===== src/rtl/job_dispatcher.sv =====
// Job dispatcher: takes one descriptor stream from the job reader and hands each
// descriptor to one of NUM_FTHREADS worker slots. Selection is round-robin over
// slots that are enabled and not busy. Busy state follows ft_start/ft_done pulses,
// and the block counts dispatched and completed jobs.
module job_dispatcher #(
  parameter int NUM_FTHREADS = 4,
  parameter int JOB_WIDTH    = 512
) (
  input  logic                    clk,
  input  logic                    rst,
  input  logic                    dispatch_enable,
  input  logic [JOB_WIDTH-1:0]    job_in,
  input  logic                    job_in_valid,
  output logic                    job_in_ready,
  input  logic [NUM_FTHREADS-1:0] ft_enable,
  output logic [JOB_WIDTH-1:0]    ft_job,
  output logic [NUM_FTHREADS-1:0] ft_start,
  input  logic [NUM_FTHREADS-1:0] ft_done,
  output logic [NUM_FTHREADS-1:0] ft_busy,
  output logic                    idle,
  output logic [31:0]             jobs_dispatched,
  output logic [31:0]             jobs_completed,
  output logic                    spurious_done
);

  localparam int PTR_W = (NUM_FTHREADS > 1) ? $clog2(NUM_FTHREADS) : 1;

  typedef logic [PTR_W-1:0] ptr_t;

  // Registered state
  logic                    hold_valid;
  logic [JOB_WIDTH-1:0]    hold_data;
  ptr_t                    rr_ptr;

  // Combinational decisions for the current cycle
  logic                    accept;
  logic                    issue;
  logic                    found;
  ptr_t                    sel;
  ptr_t                    next_ptr;
  logic [PTR_W:0]          scan_idx;
  logic [NUM_FTHREADS-1:0] candidates;
  logic [NUM_FTHREADS-1:0] start_vec;
  logic [NUM_FTHREADS-1:0] done_ok;
  logic [NUM_FTHREADS-1:0] done_bad;
  logic [31:0]             done_count;

  // The holding register has no bypass: a new descriptor is only taken when it is empty.
  assign job_in_ready = ~rst & dispatch_enable & ~hold_valid;
  assign accept       = job_in_valid & job_in_ready;

  // A slot is selectable only from registered busy state, so a freed slot waits one cycle.
  assign candidates   = ft_enable & ~ft_busy;

  // Only done pulses on busy slots count; the rest flag the sticky error.
  assign done_ok      = ft_done & ft_busy;
  assign done_bad     = ft_done & ~ft_busy;

  assign issue        = hold_valid & dispatch_enable & found;

  // Idle is forced high while reset is held so the shells never see a stale busy picture.
  assign idle         = rst | (~hold_valid & ~(|ft_busy));

  // Round-robin scan starting at rr_ptr, wrapping modulo NUM_FTHREADS.
  always_comb begin
    found    = 1'b0;
    sel      = '0;
    scan_idx = '0;
    for (int i = 0; i < NUM_FTHREADS; i++) begin
      scan_idx = {1'b0, rr_ptr} + (PTR_W+1)'(i);
      if (scan_idx >= (PTR_W+1)'(NUM_FTHREADS)) begin
        scan_idx = scan_idx - (PTR_W+1)'(NUM_FTHREADS);
      end
      if (!found && candidates[scan_idx[PTR_W-1:0]]) begin
        found = 1'b1;
        sel   = scan_idx[PTR_W-1:0];
      end
    end
  end

  // One-hot start vector and the pointer value following the chosen slot.
  always_comb begin
    start_vec = '0;
    next_ptr  = '0;
    if (issue) begin
      start_vec[sel] = 1'b1;
    end
    if (sel != ptr_t'(NUM_FTHREADS - 1)) begin
      next_ptr = sel + ptr_t'(1);
    end
  end

  // Several slots may finish in the same cycle, so completions are a popcount.
  always_comb begin
    done_count = '0;
    for (int i = 0; i < NUM_FTHREADS; i++) begin
      done_count = done_count + 32'(done_ok[i]);
    end
  end

  // Holding register: filled on accept, emptied when its descriptor is issued.
  always_ff @(posedge clk) begin
    if (rst) begin
      hold_valid <= 1'b0;
      hold_data  <= '0;
    end else if (accept) begin
      hold_valid <= 1'b1;
      hold_data  <= job_in;
    end else if (issue) begin
      hold_valid <= 1'b0;
    end
  end

  // Round-robin pointer moves just past the slot that received the last job.
  always_ff @(posedge clk) begin
    if (rst) begin
      rr_ptr <= '0;
    end else if (issue) begin
      rr_ptr <= next_ptr;
    end
  end

  // Issue outputs: start is a single-cycle pulse, the broadcast job holds until the next issue.
  always_ff @(posedge clk) begin
    if (rst) begin
      ft_start <= '0;
      ft_job   <= '0;
    end else begin
      ft_start <= start_vec;
      if (issue) begin
        ft_job <= hold_data;
      end
    end
  end

  // Busy tracking: set on start, cleared by a done pulse on that slot.
  always_ff @(posedge clk) begin
    if (rst) begin
      ft_busy <= '0;
    end else begin
      ft_busy <= (ft_busy & ~done_ok) | start_vec;
    end
  end

  // Dispatch and completion counters, both wrapping at 2^32.
  always_ff @(posedge clk) begin
    if (rst) begin
      jobs_dispatched <= '0;
      jobs_completed  <= '0;
    end else begin
      if (issue) begin
        jobs_dispatched <= jobs_dispatched + 32'd1;
      end
      jobs_completed <= jobs_completed + done_count;
    end
  end

  // Sticky flag for a done pulse arriving on a slot that holds no job.
  always_ff @(posedge clk) begin
    if (rst) begin
      spurious_done <= 1'b0;
    end else if (|done_bad) begin
      spurious_done <= 1'b1;
    end
  end

endmodule


===== config.mk =====
export PLATFORM = sky130hd
export DESIGN_NAME = job_dispatcher
export DESIGN_NICKNAME = d
export VERILOG_FILES = /design/src/rtl/job_dispatcher.sv
export SDC_FILE = /design/constraint.sdc
export NUM_CORES = 2
export LEC_CHECK = 0
export CAP_MARGIN = 20
export CELL_PAD_IN_SITES_DETAIL_PLACEMENT = 1
export CELL_PAD_IN_SITES_GLOBAL_PLACEMENT = 1
export CORE_AREA = 8 8 424 426
export CTS_CLUSTER_SIZE = 14
export DETAILED_ROUTE_END_ITERATION = 12
export DIE_AREA = 0 0 432 434
export PLACE_DENSITY_LB_ADDON = 0.1
export SETUP_SLACK_MARGIN = 0.5
export SYNTH_ARGS = -nofsm -noshare
export SYNTH_HDL_FRONTEND = slang
export SYNTH_SLANG_ARGS = --single-unit
export TNS_END_PERCENT = 50

===== constraint.sdc =====
create_clock -name clk -period 3.7 [get_ports clk]
set_input_delay 0.555 -clock clk [delete_from_list [all_inputs] [get_ports clk]]
set_output_delay 0.555 -clock clk [all_outputs]
set_load 0.02 [all_outputs]

==> flow_summary.toml <==
[cts]
cts_buffer_depth = 3
htreeDepth = 4
clk_latency_ns = 0.78
cts_buffers = 138
cts_setup_buffers = 0
cts_tree = "done"
clock_sinks = 1100
cts_resized = 0
hold_buffers = 0
clkTransAtPathRegs_ns = 0.06
cts_root_buf = "clkbuf_16"

[timing]
rsz0062_at_grt = "false"
fin_hold_ws_ns = 0.1832
final-setup-viol-count = 0
relSlewSlack_pct = 30.70
fin_crit_ns = 3.010
fin_ws_ns = 0.6904
finClkSkew_ns = 0.02747
slew_violations = 0
max_freq_mhz = 332.3
tightestPinTransition_ns = 1.039
finalHoldViolations = 0
fin_crit_sh_pct = 81.34

[synth]
ys_ff_latch = 1100
yosys_warnings = 0
synth.most_common_cell = "nand2_1"
synth-edff-count = 0
async_flop_share_pct = 0
yosys.area.top_type_share_pct = 57.15
avgSynthCellArea_um2 = 7.875
netlist_instances = 4893
yosysUniqueCellTypes = 45
yosysTopAreaCell = "dfxtp_1"
synth_top_flop_cell = "dfxtp_1"
syn-num-nets = 5426
synth_area_um2 = 38530
synth_commonest_cells = "nand2_1 (2083), dfxtp_1 (1100), a21oi_1 (1060), clkbuf_1 (311), buf_2 (48)"
yosys-top-cells-area = "dfxtp_1 (57%), nand2_1 (20%), a21oi_1 (14%)"
yosysSeqAreaShare_pct = 57.15

[layout]
final_nets = 6397
drive_gt1_share_pct = 5.447
instances_no_fill = 8321
area_delta_synth_final_pct = 47.38

[worst_setup_path]
crit_family = "adder cells"
path_cells = "nand2_1 -> fa_1 -> fa_1 -> inv_1 -> fa_1 -> and4_2 -> nand4_1 -> or4_1 -> a21oi_1"
max_stage_delay_ns = 0.53
crit_arrival_ns = 3.71
cpMostUsedCell = "fa_1"
cp.required_ns = 4.40
crit_path_top_delay_cell = "or4_1"
cp-start-kind = "flop"
cp_num_buf_inv = 1
cp-end-kind = "flop"
cp_max_fo = 6
crit_type = "flop to flop"

[floorplan]
ios = 1111
die_height_um = 434
rows = 153
die_width_um = 432
dieArea_um2 = 187500
initial_core_util_pct = 22.29
core_um2 = 172900

[global_route]
track_usage_pct = 18.21
antenna_found_initial = 72
grt_overflow = 0
grt_max_degree = 184
first_global_vias = 36220
grt_pass1_wl_um = 256300

[route]
avgRoutedWirePerCell_um = 21.65
dr.first_iter.drc_count = 1668
drtAntennaViolNets = 0
vias = 36190
drc = 0
via_per_inst = 4.349
dr.pass1.iters = 4
routed_wirelength_um = 180200

[placement]
io_buffers = 1110
dpl.cell_count = 8049
hpwl_um = 129500
pre_cts_slack_ns = -0.04894
gp_congestion = 0.7796

[min_path]
min-delay-path-class = "primary input to flop"

[pwr]
fin_total_pwr_uw = 27000
cellPowerDensity_nw_per_um2 = 475.4
ir_worst_vdd_v = 0.0004411
p_leak_uw = 0.01869

[run]
drv_cap = 0

[outcome]
status = "complete, no violations"
state kept, by name, summed over array words and instances, names as in the netlist:
name / count
hold_valid: 1
jobs_completed: 32
spurious_done: 1
rr_ptr: 2
ft_start: 4
ft_busy: 4
jobs_dispatched: 32
ft_job: 512
hold_data: 512
cell families after synthesis:
kind of cell / Yosys count / share of synthesized area [%]
multiplexers: 21 / 0.6137
buffers and inverters: 376 / 3.838
AND/OR/NAND/NOR: 2270 / 23.17
adder cells (fa/ha/maj): 9 / 0.3507
XOR/XNOR: 12 / 0.2727
AO/OA/AOI/OAI: 1105 / 14.61
flip-flops: 1100 / 57.15
layout by cell type (no fill, tap or decap), drive strengths merged, types with 4 or more instances in the layout:
master,Yosys,routed
a21oi,1060,1060
a2bb2oi,4,4
and2,7,7
and3,8,8
and4,7,7
buf,54,87
clkbuf,311,215
clkdlybuf4s50,0,1109
clkinv,0,18
dfxtp,1100,1100
diode,0,29
ha,6,6
inv,11,20
mux2,21,21
nand2,2083,2083
nand2b,4,4
nand3,16,16
nand4,13,13
nor2,42,42
nor2b,27,27
nor4,21,21
o21ai,12,12
o31ai,17,17
or3,12,12
or4,22,22
xnor2,4,4
xor2,8,8
power breakdown:
part / internal, µW / switching (µW)
clock network: 7760 / 5480
logic: 751 / 842
registers: 12100 / 106
path summary, 6_finish.rpt:
| kind | from | end | slack [ns] | cells past startpoint |
|---|---|---|---|---|
| max | ft_busy[2] | jobs_completed[28] | 0.69 | 9 |
| min | rst | ft_job[469] | 0.18 | 2 |
| max reg2reg | ft_busy[2] | jobs_completed[28] | 0.69 | 9 |
| min reg2reg | hold_data[102] | ft_job[102] | 0.43 | 2 |
per-stage QoR:
step	TNS (ns)	util, %	cell area [µm²]
after floorplan	0	-	38530
after global placement	-0.09918	30.24	52280
after detailed placement	-0.2185	30.24	52280
after CTS	0	32.81	56710
after global routing	0	32.83	56750
final	0	32.85	56790
metal layers:
| metal | wire length [µm] | up-vias | global-route usage [%] | part of all wire, % |
|---|---|---|---|---|
| met5 | 213 | - | 0 | 0.12 |
| met4 | 5200 | 32 | 5.898 | 2.9 |
| met3 | 11190 | 281 | 5.672 | 6.2 |
| met2 | 93550 | 751 | 33.42 | 52 |
| met1 | 70030 | 17260 | 19.89 | 39 |
| li1 | - | 17860 | - | - |
area by class of cell:
class | count | area (µm²)
Fill cell | 20360 | 116100
Sequential cell | 1100 | 22020
Multi-Input combinational cell | 3417 | 15090
Timing Repair Buffer | 1196 | 12220
Clock buffer | 215 | 4167
Tap cell | 2325 | 2909
Clock inverter | 28 | 269.0
Antenna cell | 29 | 72.57
Inverter | 11 | 41.29
No activity file was read; power rests on OpenSTA's default activity.
